==> src/rtl/io_bus_responder_if.sv <==
// Data-memory bus and TX byte stream seen by the I/O responder.
interface io_bus_responder_if;
    logic [31:0] Address;
    logic [31:0] WriteData;
    logic        MemWrite;
    logic        MemRead;
    logic [31:0] ReadData;
    logic        Hit;
    logic [7:0]  TxData;
    logic        TxValid;
    logic        TxReady;

    modport master (
        output Address, WriteData, MemWrite, MemRead, TxReady,
        input  ReadData, Hit, TxData, TxValid
    );

    modport slave (
        input  Address, WriteData, MemWrite, MemRead, TxReady,
        output ReadData, Hit, TxData, TxValid
    );
endinterface

==> src/rtl/io_bus_responder.sv <==
// Memory-mapped I/O responder: PortOut, synchronized PortIn, TX byte FIFO.
// Optional change detection on PortIn is built when IO_RESPONDER_CHANGE_DETECT_EN is defined.
module io_bus_responder #(
    parameter logic [31:0] IO_BASE    = 32'h1001_0040,
    parameter int unsigned FIFO_DEPTH = 4
) (
    input  logic                   clk,
    input  logic                   reset,
    io_bus_responder_if.slave      bus,
    input  logic [7:0]             PortIn,
    output logic [31:0]            PortOut,
    output logic                   InChangeIrq
);

    localparam int unsigned PTR_W = (FIFO_DEPTH > 1) ? $clog2(FIFO_DEPTH) : 1;
    localparam int unsigned CNT_W = PTR_W + 1;

    localparam logic [2:0] SEL_PORT_OUT = 3'd0;
    localparam logic [2:0] SEL_PORT_IN  = 3'd1;
    localparam logic [2:0] SEL_STATUS   = 3'd2;
    localparam logic [2:0] SEL_CLEAR    = 3'd3;
    localparam logic [2:0] SEL_TX_DATA  = 3'd4;

    logic [7:0]       s1;
    logic [7:0]       in_sync;
    logic [7:0]       mem [FIFO_DEPTH];
    logic [PTR_W-1:0] rd_ptr;
    logic [PTR_W-1:0] wr_ptr;
    logic [CNT_W-1:0] count;
    logic             overflow;
    logic             changed;

    logic             hit_c;
    logic [2:0]       sel_c;
    logic             wr_c;
    logic             tx_wr_c;
    logic             clr_wr_c;
    logic             empty_c;
    logic             full_c;
    logic             pop_c;
    logic             push_c;
    logic [31:0]      status_c;
    logic [31:0]      read_data_c;
    logic             unused_c;

    // Address decode and write strobes
    assign hit_c    = (bus.Address[31:5] == IO_BASE[31:5]);
    assign sel_c    = bus.Address[4:2];
    assign wr_c     = hit_c && bus.MemWrite;
    assign tx_wr_c  = wr_c && (sel_c == SEL_TX_DATA);
    assign clr_wr_c = wr_c && (sel_c == SEL_CLEAR);
    assign unused_c = ^bus.Address[1:0];

    // FIFO handshake; a pop in the same cycle frees the slot a full-FIFO push needs
    assign empty_c = (count == '0);
    assign full_c  = (count == CNT_W'(FIFO_DEPTH));
    assign pop_c   = !empty_c && bus.TxReady;
    assign push_c  = tx_wr_c && (!full_c || pop_c);

    assign bus.TxValid = !empty_c;
    assign bus.TxData  = mem[rd_ptr];
    assign bus.Hit     = hit_c;

    assign status_c = {24'b0, 4'(count), overflow, empty_c, full_c, changed};

    // Zero-latency read mux; reads have no side effects
    always_comb begin
        read_data_c = '0;
        if (hit_c && bus.MemRead) begin
            case (sel_c)
                SEL_PORT_OUT: read_data_c = PortOut;
                SEL_PORT_IN:  read_data_c = {24'b0, in_sync};
                SEL_STATUS:   read_data_c = status_c;
                default:      read_data_c = '0;
            endcase
        end
    end
    assign bus.ReadData = read_data_c;

    // Output port register
    always_ff @(posedge clk or negedge reset) begin
        if (!reset) begin
            PortOut <= '0;
        end else if (wr_c && (sel_c == SEL_PORT_OUT)) begin
            PortOut <= bus.WriteData;
        end
    end

    // Two-flop synchronizer for the asynchronous input
    always_ff @(posedge clk or negedge reset) begin
        if (!reset) begin
            s1      <= '0;
            in_sync <= '0;
        end else begin
            s1      <= PortIn;
            in_sync <= s1;
        end
    end

`ifdef IO_RESPONDER_CHANGE_DETECT_EN
    logic [7:0] in_prev;

    // Sticky change flag; a new change beats a same-cycle clear
    always_ff @(posedge clk or negedge reset) begin
        if (!reset) begin
            in_prev <= '0;
            changed <= 1'b0;
        end else begin
            in_prev <= in_sync;
            if (in_sync != in_prev) begin
                changed <= 1'b1;
            end else if (clr_wr_c && bus.WriteData[0]) begin
                changed <= 1'b0;
            end
        end
    end
`else
    assign changed = 1'b0;
`endif

    assign InChangeIrq = changed;

    // Overflow flag; a dropped push beats a same-cycle clear
    always_ff @(posedge clk or negedge reset) begin
        if (!reset) begin
            overflow <= 1'b0;
        end else if (tx_wr_c && !push_c) begin
            overflow <= 1'b1;
        end else if (clr_wr_c && bus.WriteData[3]) begin
            overflow <= 1'b0;
        end
    end

    // Circular buffer storage, pointers and occupancy
    always_ff @(posedge clk or negedge reset) begin
        if (!reset) begin
            for (int unsigned i = 0; i < FIFO_DEPTH; i++) begin
                mem[i] <= '0;
            end
            rd_ptr <= '0;
            wr_ptr <= '0;
            count  <= '0;
        end else begin
            if (push_c) begin
                mem[wr_ptr] <= bus.WriteData[7:0];
                wr_ptr      <= wr_ptr + PTR_W'(1);
            end
            if (pop_c) begin
                rd_ptr <= rd_ptr + PTR_W'(1);
            end
            if (push_c && !pop_c) begin
                count <= count + CNT_W'(1);
            end else if (pop_c && !push_c) begin
                count <= count - CNT_W'(1);
            end
        end
    end

endmodule

==> src/flat_wrapper.sv <==
// flat-port wrapper written by rule: the top's interface ports become plain ports
module io_bus_responder_flat 
#(
    parameter logic [31:0] IO_BASE    = 32'h1001_0040,
    parameter int unsigned FIFO_DEPTH = 4
)
  (clk, reset, PortIn, PortOut, InChangeIrq, bus_Address, bus_WriteData, bus_MemWrite, bus_MemRead, bus_TxReady, bus_ReadData, bus_Hit, bus_TxData, bus_TxValid);
  io_bus_responder_if bus_i ();
  input  logic clk;
  input  logic reset;
  input  logic [7:0] PortIn;
  output logic [31:0] PortOut;
  output logic InChangeIrq;
  input wire logic [$bits(bus_i.Address)-1:0] bus_Address;
  input wire logic [$bits(bus_i.WriteData)-1:0] bus_WriteData;
  input wire logic [$bits(bus_i.MemWrite)-1:0] bus_MemWrite;
  input wire logic [$bits(bus_i.MemRead)-1:0] bus_MemRead;
  input wire logic [$bits(bus_i.TxReady)-1:0] bus_TxReady;
  output wire logic [$bits(bus_i.ReadData)-1:0] bus_ReadData;
  output wire logic [$bits(bus_i.Hit)-1:0] bus_Hit;
  output wire logic [$bits(bus_i.TxData)-1:0] bus_TxData;
  output wire logic [$bits(bus_i.TxValid)-1:0] bus_TxValid;
  assign bus_i.Address = bus_Address;
  assign bus_i.WriteData = bus_WriteData;
  assign bus_i.MemWrite = bus_MemWrite;
  assign bus_i.MemRead = bus_MemRead;
  assign bus_i.TxReady = bus_TxReady;
  assign bus_ReadData = bus_i.ReadData;
  assign bus_Hit = bus_i.Hit;
  assign bus_TxData = bus_i.TxData;
  assign bus_TxValid = bus_i.TxValid;
  io_bus_responder #(.IO_BASE(IO_BASE), .FIFO_DEPTH(FIFO_DEPTH)) u_core (.clk(clk), .reset(reset), .bus(bus_i), .PortIn(PortIn), .PortOut(PortOut), .InChangeIrq(InChangeIrq));
endmodule
==> config.mk <==
export PLATFORM = sky130hd
export DESIGN_NAME = io_bus_responder_flat
export DESIGN_NICKNAME = d
export VERILOG_FILES = /design/src/rtl/io_bus_responder_if.sv /design/src/rtl/io_bus_responder.sv /design/src/flat_wrapper.sv
export SDC_FILE = /design/constraint.sdc
export NUM_CORES = 1
export LEC_CHECK = 0
export CORE_UTILIZATION = 40
export DETAILED_ROUTE_END_ITERATION = 8
export PLACE_DENSITY = 0.77
export RECOVER_POWER = 100
export SLEW_MARGIN = 25
export SYNTH_ARGS = -nofsm -noshare
export SYNTH_HDL_FRONTEND = slang
export SYNTH_SLANG_ARGS = --single-unit
==> constraint.sdc <==
create_clock -name clk -period 2.5 [get_ports clk]
set_input_delay 0.375 -clock clk [delete_from_list [all_inputs] [get_ports clk]]
set_output_delay 0.375 -clock clk [all_outputs]
set_load 0.02 [all_outputs]
==> results of run 1 <==
## flip-flops by register name, indices dropped and copies added, names as in the netlist
name,flops
u_core.overflow,1
u_core.s1,8
u_core.count,3
u_core.mem,32
u_core.PortOut,32
u_core.in_sync,8
u_core.wr_ptr,2
u_core.rd_ptr,2
## worst max-delay path, stage by stage
cell           delay, ps
dlygate4sd2_1        250
nor4_2               260
nand4_1              270
clkbuf_4             210
clkbuf_4             120
clkbuf_2             120
nor4_4               260
buf_2                440
mux2_1               370
## power groups by stage
stage	Clock, mW	Sequential (mW)	Combinational, mW
6_report	0.931	1.44	0.207
5_1_grt	1.03	1.44	0.224
4_1_cts	0.949	1.44	0.212
3_5_place_dp	0	1.47	0.214
3_3_place_gp	0	1.47	0.210
2_1_floorplan	0	1.47	0.0304
## cells by family (layout without fill, tap and decap cells)
family,after synthesis,in the layout,share of synthesized area (%)
AO/OA/AOI/OAI,9,9,1.67
XOR/XNOR,6,6,1.33
adder cells (fa/ha/maj),6,6,2.08
buffers and inverters,20,215,2.62
flip-flops,88,88,55.6
multiplexers,82,82,25.3
other,1,1,0.0946
AND/OR/NAND/NOR,68,68,11.3
## routing by layer
| metal | global-route usage (%) | part of all wire [%] | vias to the layer above | routed length, µm |
|---|---|---|---|---|
| met4 | 6.24 | 1.2 | 0 | 126 |
| met2 | 37.7 | 52 | 93 | 5540 |
| met1 | 28.1 | 41 | 1519 | 4340 |
| met5 | 0 | 0 | - | 0 |
| li1 | - | - | 1381 | - |
| met3 | 4.83 | 5.8 | 8 | 612 |
## synth_stat cells (all sizes together)
library cell,instances
nand2b,2
o2111a,1
nor2,7
and3,1
nand3,2
and2,23
nand4,6
nor3,6
mux4,8
nor2b,1
conb,1
o22a,2
clkbuf,7
nand3b,1
o41ai,2
nor4b,2
dfrtp,88
ha,5
buf,7
a21oi,4
xor2,2
or3,1
and4,2
nand2,4
fa,1
xnor2,4
nor4,9
or3b,1
mux2,66
mux2i,8
inv,6
## cell type report
| class | count | area (µm²) | area share [%] |
|---|---|---|---|
| flip-flops and latches | 88 | 2200 | 36.4 |
| clock inverters | 5 | 38.8 | 0.640 |
| repair buffers | 193 | 1720 | 28.4 |
| clock buffers | 11 | 151 | 2.50 |
| multi-input cells | 172 | 1760 | 29.1 |
| well taps | 129 | 161 | 2.66 |
| inverters | 6 | 22.5 | 0.372 |
## per-stage QoR
stage / setup slack (ps) / util, %
final: 47.8 / 64.3
after global routing: -12.5 / 64.3
after CTS: 1.29 / 65.6
after detailed placement: -754 / 62.5
after global placement: -743 / 62.5
after floorplan: 10.0 / -
## worst max-delay path by stage
stage	to	slack, ps
3_3_place_gp	bus_ReadData[0]	-740
6_report	u_core.PortOut[29]	50
4_1_cts	bus_ReadData[19]	1
5_1_grt	u_core.PortOut[21]	-10
3_5_place_dp	bus_ReadData[7]	-750
2_1_floorplan	u_core.count[1]	10
## what timing repair did
action,4_1_cts,5_1_grt
gates resized for setup,194,43
endpoints found under the setup margin,35,25
endpoints found under the hold margin,25,0
gates cloned,2,0
hold buffers,1,0
buffers inserted,6,4
pin swaps,9,7
==> results.toml, run 1 <==
[status]
outcome = "completed"

[place]
io_buffers = 148
placed_cells = 577
gp_congestion = 0.779
dp_hpwl_um = 7610
place_area_um2 = 5890

[finish]
drive_gt1_share_pct = 32.4
syn_to_final_growth_pct = 52.9
fin_cells = 604
final_common_cell = "dfrtp_1"
final_design_area_no_fill_um2 = 6060
fin_nets = 553
layout_common_cells = "dfrtp_1, clkdlybuf4s50_1, dlygate4sd3_1"
nFillCells = 748
diodes = 0

[power_and_ir_drop]
p_switching_uw = 603
finalPower_mw = 2.58
switching_share_pct = 23.4
power_frac_seq_pct = 55.9
pwr_density_cell_nw_per_um2 = 425
ir_drop_v = 0.000292
clockPowerShare_pct = 36.1
power_leakage_nw = 3.07
pwr-share-comb_pct = 8.0
intPower_mw = 1.97

[drt]
drt-initial-drc-count = 133
viasPerCell = 4.97
first_pass_iters = 6
drt-wirelength-per-cell_um = 17.6
ant_nets = 0
wl_um = 10600
remaining_drc_errors = 0
via_count = 3001

[synth]
synth_area_leader_cell = "dfrtp_1"
synth.area.top_cells = "dfrtp_1, mux2_2, mux2_1"
synthDistinctLibCells = 38
synth_seq_area_share_pct = 55.6
syn-num-nets = 363
synthDominantCellAreaShare_pct = 55.6
syn_inst = 280
synth_seq_cells = 88
synth.avg_cell_area_um2 = 14.2
synth_area_um2 = 3960
yosysWarnings = 0

[global_route]
antenna_found_initial = 0
grt_pass1_wl_um = 16800
grt_util_all_layers_pct = 22.0
grt_max_degree = 52
grt-ovfl-total = 0
grt_pass1_vias = 3200

[hold_path]
whs_path_depth = 0
whs_endpoint = "u_core.in_sync[3]"
hold_path.class = "reg -> reg"
min-delay-start = "u_core.s1[3]"

[setup_path]
crit_type = "in -> reg"
end_kind = "register"
reg2reg_depth = 7
worstPathArrival_ps = 2680
cp-startpoint = "bus_Address[19]"
start_kind = "primary input"
r2r-end = "u_core.count[1]"
worstPathMaxFanout = 19
cp_data_required_time_ps = 2730
r2r_slack_ps = 110
worstReg2RegStart = "u_core.count[0]"

[cts]
cts_buffers = 9
clockBufferDepth = 2
cts_num_sinks = 88
clk_latency_ps = 350
cts.root.buffer_cell = "clkbuf_8"
clk_pin_slew_ps = 90
cts_tree = "yes"
cts_max_level = 3

[sta]
relSlewSlack_pct = 38.3
skew_ps = 7.20
fin_crit_ps = 2450
setup_viol = 0
hold_violations = 0
slew_viol_final = 0
max_freq_ghz = 0.408
tightest_slew_ps = 925
fin_crit_sh_pct = 98.1
hold_ws_ps = 359
final.setup.tns_ps = 0

[floorplanning]
core_area_um2 = 9420
die_w_um = 102
start_util_pct = 42.1
io_pins = 152
num_rows = 35
dieArea_um2 = 10300
die_h_um = 102

[job]
drv_cap = 0
Power figures use the tool's default switching activity.
==> inputs of run 2 (changes only) <==
- CTS_CLUSTER_SIZE: unset -> 16
- REMOVE_ABC_BUFFERS: unset -> 1
==> results.toml, run 2 (synthesis gave the netlist of run 1 again) <==
[floorplanning]
dieArea_um2 = 10300
io_pins = 152
num_rows = 35
die_w_um = 102
start_util_pct = 42.1
core_area_um2 = 9420
die_h_um = 102

[sta]
final.setup.tns_ps = 0
relSlewSlack_pct = 26.1
fin_crit_ps = 2470
skew_ps = 9.59
hold_ws_ps = 220
fin_ws_ps = 30.6
tightest_slew_ps = 1110
slew_viol_final = 0
max_freq_ghz = 0.405
setup_viol = 0
fin_crit_sh_pct = 98.8
hold_violations = 0

[setup_path]
cp_data_required_time_ps = 2120
reg2reg_depth = 7
worstPathArrival_ps = 2090
cp-startpoint = "bus_Address[9]"
crit_type = "in -> out"
start_kind = "primary input"
r2r_slack_ps = 140
r2r-end = "u_core.count[1]"
crit_end = "bus_ReadData[29]"
worstReg2RegStart = "u_core.count[0]"
end_kind = "primary output"
worstPathMaxFanout = 5

[finish]
largestRegisters = "u_core.PortOut (32), u_core.mem (32)"
diodes = 0
final_common_cell = "dfrtp_1"
syn_to_final_growth_pct = 53.7
fin_util_pct = 64.7
fin_cells = 594
final_design_area_no_fill_um2 = 6090
fin_nets = 543
layout_common_cells = "dfrtp_1, dlygate4sd3_1, clkdlybuf4s50_1"
drive_gt1_share_pct = 33.3

[place]
preCtsSetupSlack_ps = -639
gp_congestion = 0.776
place_area_um2 = 5740
io_buffers = 148
placed_cells = 569
dp_hpwl_um = 7390

[drt]
remaining_drc_errors = 0
first_pass_iters = 4
drt-wirelength-per-cell_um = 17.9
drt-initial-drc-count = 64
wl_um = 10700
viasPerCell = 4.98
ant_nets = 0
via_count = 2957

[cts]
cts_hold_buf = 0
cts.root.buffer_cell = "clkbuf_8"
cts_num_sinks = 88
clk_latency_ps = 360
clockBufferDepth = 2
cts_tree = "yes"
cts_buffers = 9
cts_max_level = 3
clk_pin_slew_ps = 90

[global_route]
grt_pass1_vias = 3097
grt-ovfl-total = 0
grt_max_degree = 46
antenna_found_initial = 0
grt_pass1_wl_um = 15800
grt_util_all_layers_pct = 20.7

[power_and_ir_drop]
finalPower_mw = 2.64
ir_drop_v = 0.000284
pwr_density_cell_nw_per_um2 = 434
power_leakage_nw = 3.06

[hold_path]
hold_path.class = "in -> async"

[status]
outcome = "completed"

[job]
drv_cap = 0
[run 2: cell types whose count changed in the layout (fill, tap and decap cells not counted), sizes merged]
cell	previous run	this run
clkbuf	40	31
dlygate4sd3	43	48
buf	53	49
clkdlybuf4s50	46	42
bufinv	0	1
dlygate4sd1	0	1
dlygate4sd2	13	12
inv	8	9
[run 2: layer usage]
metal | up-vias | GRT usage, % | part of all wire, %
li1 | 1370 | - | -
met4 | 0 | 8.58 | 2.8
met3 | 21 | 7.59 | 8.5
met2 | 115 | 34.1 | 50
met1 | 1451 | 24.4 | 39
met5 | - | 0 | 0
[run 2: how the worst min path moves through the flow]
stage                 start            endpoint  slack (ps)  depth (start not counted)
2_1_floorplan         reset   u_core.PortOut[0]          80                          0
3_3_place_gp   u_core.s1[6]   u_core.in_sync[6]         330                          0
3_5_place_dp   u_core.s1[2]   u_core.in_sync[2]         340                          0
4_1_cts               reset      u_core.mem[26]          20                          1
5_1_grt               reset  u_core.PortOut[10]         310                          1
6_report              reset      u_core.mem[26]         220                          1
[run 2: power by group]
| group | internal, mW | total, mW | switching (mW) | leakage (nW) |
|---|---|---|---|---|
| clock network | 0.473 | 1.00 | 0.530 | 0.101 |
| registers | 1.43 | 1.44 | 0.00309 | 1.19 |
| logic | 0.110 | 0.202 | 0.0920 | 1.78 |
[run 2: critical path, cell delays in order]
cell	delay, ps
dlygate4sd2_1	250
nor4_4	250
nand4_1	240
nor4_4	350
buf_4	210
clkbuf_16	150
and2_4	150
buf_6	110
[run 2: layout make-up]
cell class                      count  area, µm²
Timing Repair Buffer              183       1720
Tap cell                          129        161
Sequential cell                    88       2200
Clock buffer                        9        124
Clock inverter                      7       77.6
Multi-Input combinational cell    172       1790
Fill cell                         738       3330
Inverter                            6       22.5
[run 2: repair_timing]
action                     CTS  global route
resized for setup          177            77
pin swaps                    9            11
hold endpoints to repair     0             0
cloned                       2             1
buffers inserted             4             3
setup endpoints to repair   34            35
==> inputs of run 3 (changes only) <==
- CTS_CLUSTER_SIZE: 16 -> unset
==> results of run 3 <==
Final layout, timing and power as in run 2 (identical DEF).
